`src/rtl/gated_clock_div_monitor.sv`:
```
// gated_clock_div_monitor: recovers period/high time of a sampled divided clock, locks and predicts its next rise.
// Define DUTY_CHECK_EN to make high-time mismatches count against lock and raise ERR.
module gated_clock_div_monitor #(
  parameter int CW         = 8,
  parameter int LOCK_COUNT = 3
) (
  input  logic          CLK_IN,
  input  logic          RST,
  input  logic          SLOW_CLK,
  input  logic          SLOW_GATE,
  output logic          LOCKED,
  output logic [CW-1:0] PERIOD,
  output logic [CW-1:0] HIGH_CNT,
  output logic          PREEDGE_REC,
  output logic          ERR
);
  localparam int MW = $clog2(LOCK_COUNT + 1);
  localparam logic [CW-1:0] MAX = '1;
  typedef enum logic [2:0] {IDLE, SEEK, MEASURE, VERIFY, LOCK} state_t;
  state_t state_q, state_d;
  logic s_q, s_qq, g_q, err_q, err_d;
  logic [CW-1:0] ph_q, ph_d, hi_q, hi_d, cand_p_q, cand_p_d, cand_h_q, cand_h_d;
  logic [CW-1:0] per_q, per_d, hc_q, hc_d;
  logic [MW-1:0] match_q, match_d, match_inc;
  logic [CW:0] per_p1;
  logic rise, sat, cand_ok, lock_bad;
  assign rise      = s_q & ~s_qq;
  assign sat       = ph_q == MAX;
  assign match_inc = match_q + MW'(1);
  assign per_p1    = {1'b0, per_q} + {{CW{1'b0}}, 1'b1};
`ifdef DUTY_CHECK_EN
  assign cand_ok  = (ph_q == cand_p_q) && (hi_q == cand_h_q);
  assign lock_bad = rise ? (ph_q != per_q || hi_q != hc_q) : ({1'b0, ph_q} == per_p1);
`else
  assign cand_ok  = ph_q == cand_p_q;
  assign lock_bad = rise ? (ph_q != per_q) : ({1'b0, ph_q} == per_p1);
`endif
  assign ph_d = rise ? CW'(1) : (sat ? ph_q : ph_q + CW'(1));
  assign hi_d = rise ? CW'(1) : ((s_q && hi_q != MAX) ? hi_q + CW'(1) : hi_q);
  always_comb begin
    state_d  = state_q;
    cand_p_d = cand_p_q;
    cand_h_d = cand_h_q;
    match_d  = match_q;
    per_d    = per_q;
    hc_d     = hc_q;
    err_d    = err_q;
    if (!g_q) state_d = IDLE;
    else
      case (state_q)
        IDLE: state_d = SEEK;
        SEEK: if (rise) begin
          state_d = MEASURE;
          match_d = '0;
        end
        MEASURE: if (rise) begin
          cand_p_d = ph_q;
          cand_h_d = hi_q;
          match_d  = MW'(1);
          state_d  = (LOCK_COUNT == 1) ? LOCK : VERIFY;
          per_d    = (LOCK_COUNT == 1) ? ph_q : per_q;
          hc_d     = (LOCK_COUNT == 1) ? hi_q : hc_q;
        end else if (sat) state_d = SEEK;
        VERIFY: if (rise && cand_ok) begin
          match_d = match_inc;
          if (match_inc == MW'(LOCK_COUNT)) begin
            state_d = LOCK;
            per_d   = cand_p_q;
            hc_d    = cand_h_q;
          end
        end else if (rise) begin
          cand_p_d = ph_q;
          cand_h_d = hi_q;
          match_d  = MW'(1);
        end else if (sat) state_d = SEEK;
        LOCK: if (lock_bad) begin
          err_d   = 1'b1;
          state_d = SEEK;
        end
        default: state_d = IDLE;
      endcase
  end
  always_ff @(posedge CLK_IN) begin
    if (RST) begin
      state_q  <= IDLE;
      s_q      <= 1'b0;
      s_qq     <= 1'b0;
      g_q      <= 1'b0;
      ph_q     <= '0;
      hi_q     <= '0;
      cand_p_q <= '0;
      cand_h_q <= '0;
      match_q  <= '0;
      per_q    <= '0;
      hc_q     <= '0;
      err_q    <= 1'b0;
    end else begin
      state_q  <= state_d;
      s_q      <= SLOW_CLK;
      s_qq     <= s_q;
      g_q      <= SLOW_GATE;
      ph_q     <= ph_d;
      hi_q     <= hi_d;
      cand_p_q <= cand_p_d;
      cand_h_q <= cand_h_d;
      match_q  <= match_d;
      per_q    <= per_d;
      hc_q     <= hc_d;
      err_q    <= err_d;
    end
  end
  assign LOCKED      = state_q == LOCK;
  assign PERIOD      = per_q;
  assign HIGH_CNT    = hc_q;
  assign ERR         = err_q;
  assign PREEDGE_REC = (state_q == LOCK) && (ph_q == per_q - CW'(1));
endmodule

```
`config.mk`:
```
export PLATFORM = sky130hd
export DESIGN_NAME = gated_clock_div_monitor
export DESIGN_NICKNAME = d
export VERILOG_FILES = /design/src/rtl/gated_clock_div_monitor.sv
export SDC_FILE = /design/constraint.sdc
export NUM_CORES = 1
export LEC_CHECK = 0
export ABC_AREA = 1
export ABC_CLOCK_PERIOD_IN_PS = 4400
export CORE_MARGIN = 10
export CORE_UTILIZATION = 45
export CTS_CLUSTER_SIZE = 24
export DETAILED_ROUTE_END_ITERATION = 6
export DONT_BUFFER_PORTS = 1
export PLACE_DENSITY = 0.63
export SYNTH_ARGS = -nofsm -noshare
export SYNTH_HDL_FRONTEND = slang
export SYNTH_SLANG_ARGS = --single-unit
```
`constraint.sdc`:
```
create_clock -name CLK_IN -period 4.4 [get_ports CLK_IN]
set_input_delay 0.88 -clock CLK_IN [delete_from_list [all_inputs] [get_ports CLK_IN]]
set_output_delay 0.88 -clock CLK_IN [all_outputs]
set_load 0.02 [all_outputs]
```
# Yosys cells after proc, flatten, opt, wreduce, memory -nomap -nowiden
# Index checks and enable logic that the tools add are counted.
[word_totals]
register_bits = 57
output_inout_bits = 19
input_bits = 4
elab_cells = 76
[classes]
bitwise = 3
addsub = 5
n_mux = 23
n_reduce_logical = 14
eq_ne = 17
[ops]
columns = ["op", "n"]
rows = [
  ["8-bit two-way mux", 4],
  ["8-bit case mux with 2 select lines", 2],
  ["3-bit two-way mux", 7],
  ["8-bit by 1-bit adder with 8-bit output (second input constant)", 2],
  ["8-bit equality test", 2],
  ["3-bit case mux with 5 select lines", 1],
  ["8-bit by 1-bit adder with 9-bit output (second input constant)", 1],
  ["8-bit by 9-bit equality test with 1-bit output", 1],
  ["3-bit AND reduction", 3],
  ["8-bit equality test (second input constant)", 1],
  ["8-bit inequality test", 1],
  ["8-bit inequality test (second input constant)", 1],
  ["4-bit AND reduction", 2],
  ["8-bit by 1-bit subtractor with 8-bit output (second input constant)", 1],
  ["3-bit by 2-bit equality test with 1-bit output (second input constant)", 2],
  ["2-bit two-way mux", 3],
  ["2-bit inequality test (second input constant)", 3],
  ["3-bit inequality test (second input constant)", 2],
  ["2-bit case mux with 3 select lines", 1],
  ["1-bit two-way mux", 5],
  ["2-bit nonzero test", 2],
  ["2-bit OR reduction", 2],
  ["3-bit by 1-bit equality test with 1-bit output (second input constant)", 1],
  ["3-bit equality test (second input constant)", 1],
  ["8 further kinds", 11],
]

# Longest topological paths before layout
[logic_depth]
ltp_word = 5
ltp_mapped = 15
ltp_nobuf = 14

# Least setup slack after synthesis
# No wires, ideal clock.
[synth_timing]
path_kind = "register -> output"
from = "reg per_q[0], in the netlist PERIOD[0]"
to = "out PREEDGE_REC"
required_time_ns = 3.520
slack_ns = 1.678
path_buffers = 0
stages_incl_launch_ff = 8
arrival_time_ns = 1.842
cell_sequence = "dfxtp_1 -> inv_1 -> ha_1 -> xor2_1 -> nand3_1 -> nor2_1 -> nand4_1 -> nor3_1"
[synth_via]
elab_chain_len = 3
[synth_rtl]
columns = ["item", "line_no", "text"]
rows = [
  ["from (decl)", "23", "logic [CW-1:0] per_q, per_d, hc_q, hc_d;"],
  ["from (signal assigned)", "107", "per_q <= per_d;"],
  ["8-bit by 1-bit subtractor with 8-bit output", "116", "assign PREEDGE_REC = (state_q == LOCK) && (ph_q == per_q - CW'(1));"],
  ["8-bit equality test", "116", ""],
  ["1-bit logical AND", "116", ""],
  ["to (decl)", "14", "output logic PREEDGE_REC,"],
]
# No other way between the ends.

# Final worst setup path
# Same ends and word-level chain as after synthesis.

==> flow_summary_export.csv <==
group,metric,value,unit
run_status,status,"finished, final reports clean",
floorplan,core_area,6830,um2
pwr,ir_drop,0.000146,V
placed_design,hpwl,5290,um
cts,cts_resized,0,
pwr,p_leak,1.49,nW
hold_path,hp-start,"cand_h_q[7]",
placed_design,place_area,3180,um2
sta,maxSlewViolCount,0,
drt,wl_met3,388,um
final_layout,area_growth,6.67,%
logic_synthesis,synth_cells,478,
sta,fin_crit_sh,0.757,
drt,via_count,2805,
logic_synthesis,ys.warnings.count,0,
cts,cts_root_buffer,"clkbuf_8",
logic_synthesis,synth_compound_area_frac,0.0986,
global_routing,grt_pass1_wl,12200,um
final_layout,n_fill_cell,721,
setup_path,crit_chain,"inv_1 -> ha_1 -> xor2_1 -> nand3_1 -> nor2_1 -> nand4_1 -> nor3_1",
logic_synthesis,ys_seq_elements,57,
cts,cts_tree,"done",
cts,clk_latency,0.35,ns
pwr,power.density,321,nW/um2
final_layout,final_area,3380,um2
placed_design,port_buffers,0,
global_routing,grt_antenna_before_repair,0,
setup_path,worstPathMaxFanout,6,
drt,first_pass_iters,4,
drt,wl,7280,um
sta,fin_setup_tns,0,ns
final_layout,final_net_count,481,
cts,clkSinkCount,57,
placed_design,place_inst,557,
cts,numCtsBuffers,9,
cts,clockBufferDepth,2,
logic_synthesis,synthAdderAreaFrac,0.0197,
cts,h-tree-depth,3,
drt,drc,0,
logic_synthesis,yosys-top-cells-area,"dfxtp_1 (36%), nand2_1 (14%), inv_1 (8.6%)",
logic_synthesis,synth_xor_area_frac,0.0548,
final_layout,finalNonFillerCells,573,
floorplan,die_w,104,um
hold_path,hp-class,"register to register",
drt,vias_per_cell,4.90,
sta,setup_viol,0,
setup_path,startpoint_type,"register",
setup_path,r2r_slack,2.22,ns
global_routing,overflow,0,
logic_synthesis,synthMuxAreaShare,0,
setup_path,path_class,"register to output pin",
hold_path,whs_endpoint,"cand_h_q[7]",
hold_path,holdPathStages,2,
sta,relSlewSlack,0.259,
final_layout,antenna_cells,0,
setup_path,cp.required,3.52,ns
setup_path,r2r-start,"PERIOD[0]",
pwr,power,1.09,mW
global_routing,grt_max_degree,33,
flow_run,drv_cap,0,
setup_path,crit_slowest_cell,"nor3_1",
sta,fmax,0.300,GHz
drt,m1WireLength,3380,um
sta,rsz0062_at_grt,"no",
logic_synthesis,syn_area,3170,um2
logic_synthesis,seq_area_frac_synth,0.360,
placed_design,gp_congestion,0.916,
final_layout,drive_gt1_frac,0.0587,
floorplan,dieHeight,104,um
floorplan,die-area,10800,um2
cts,postCtsSetupRepairBufs,0,
sta,skew,0.0144,ns
setup_path,reg2regPathDepth,11,
setup_path,end_kind,"output pin",
global_routing,track_usage,0.137,
logic_synthesis,syn_avg_cell_area,6.64,um2
sta,period_minus_slack,3.33,ns
floorplan,pin_count,23,
logic_synthesis,synth_top_family_by_area,"simple AND/OR/NAND/NOR gates",
drt,wl_per_cell,12.7,um
floorplan,num_rows,30,
setup_path,arrival,2.45,ns
cts,hold_buffers,0,
logic_synthesis,syn-num-nets,487,
logic_synthesis,synth_top_area_share,0.360,
setup_path,slowest_delay,0.53,ns
cts,clkTransAtPathRegs,0.08,ns
floorplan,initial_utilization,0.464,
global_routing,grt_pass1_vias,2565,
sta,tightest_slew,1.11,ns
final_layout,utilization,0.495,
drt,highest_layer,"met4",
logic_synthesis,yosysTopAreaCell,"dfxtp_1",
setup_path,reg2reg_to,"state_q[1]",
drt,detail-route-antenna-nets,0,
drt,first_iter_violations,147,
sta,hold_viol_final,0,
drt,met2_wirelength,3290,um
logic_synthesis,synth-simple-area-share,0.341,
logic_synthesis,yosysUniqueCellTypes,33,
-- cell usage in the layout, fill, tap and decap left out, types with 2 or more instances in the layout --
cell type,instances
xnor2_1,11
o21ai_1,16
nand3_4,2
ha_1,5
nor2_1,62
inv_2,3
dfxtp_1,57
xor2_1,7
o21ai_0,12
clkinv_4,2
nand3_1,21
inv_1,73
clkinvlp_4,2
nor3_1,9
nand4_1,19
nand2_1,122
a31oi_1,4
clkbuf_8,10
a21oi_1,25
-- logic make-up after synthesis --
logic type               count (synthesis)
adder cells (fa/ha/maj)                  5
flip-flops                              57
AND/OR/NAND/NOR                        244
XOR/XNOR                                19
AO/OA/AOI/OAI                           60
buffers and inverters                   93
-- per-stage QoR --
step	hold slack [ns]	setup WS, ns
after floorplan	0.425	1.68
after global placement	0.447	1.46
after detailed placement	0.448	1.42
after CTS	0.459	1.04
after global routing	0.474	0.859
final	0.457	1.07
-- routing by layer --
metal | track usage | vias to the layer above
met1 | 0.158 | 1231
met3 | 0.0409 | 17
met4 | 0.0855 | 0
met5 | 0 | -
met2 | 0.216 | 60
li1 | - | 1497
-- worst max path at each step --
| stage | startpoint | end | slack, ns | cells past startpoint |
|---|---|---|---|---|
| 2_1_floorplan | PERIOD[0] | PREEDGE_REC | 1.68 | 7 |
| 3_3_place_gp | state_q[0] | PREEDGE_REC | 1.46 | 7 |
| 3_5_place_dp | state_q[0] | PREEDGE_REC | 1.42 | 7 |
| 4_1_cts | PERIOD[0] | PREEDGE_REC | 1.04 | 7 |
| 5_1_grt | state_q[1] | PREEDGE_REC | 0.86 | 7 |
| 6_report | PERIOD[0] | PREEDGE_REC | 1.07 | 7 |
-- final cells by class --
cell class / count / area, um2 / area share
multi-input cells: 328 / 1630 / 0.482
flip-flops and latches: 57 / 1140 / 0.337
inverters: 76 / 285 / 0.0843
clock buffers: 10 / 138 / 0.0407
well taps: 96 / 120 / 0.0355
clock inverters: 6 / 67.6 / 0.0200
-- registers in the layout, indices dropped and copies added, names as in the netlist --
register and cells:
s_qq 1, ph_q 8, hi_q 8, cand_p_q 8, PERIOD 8, g_q 1
ERR 1, state_q 3, s_q 1, cand_h_q 8, match_q 2, HIGH_CNT 8
-- worst max-delay path: cells and delay by family (launching register included) --
family,cells,cell delay [ns]
XOR/XNOR,1,0.19
adder cells (fa/ha/maj),1,0.33
AND/OR/NAND/NOR,4,0.88
flip-flops,1,0.52
buffers and inverters,1,0.18
-- synthesized netlist by cell type (all sizes together) --
library cell,count
a211oi,1
a21oi,25
a31oi,4
and2,1
and3,2
buf,9
clkbuf,8
dfxtp,57
ha,5
inv,76
nand2,122
nand3,23
nand4,21
nor2,64
nor3,9
nor4,1
o21ai,28
o21bai,1
o31ai,1
or2,1
xnor2,12
xor2,7
-- power by group --
part | internal, mW | total, mW | switching (mW)
Sequential | 0.521 | 0.530 | 0.00834
Clock | 0.277 | 0.503 | 0.226
Combinational | 0.0172 | 0.0526 | 0.0354
(Power assumes the default switching activity.)
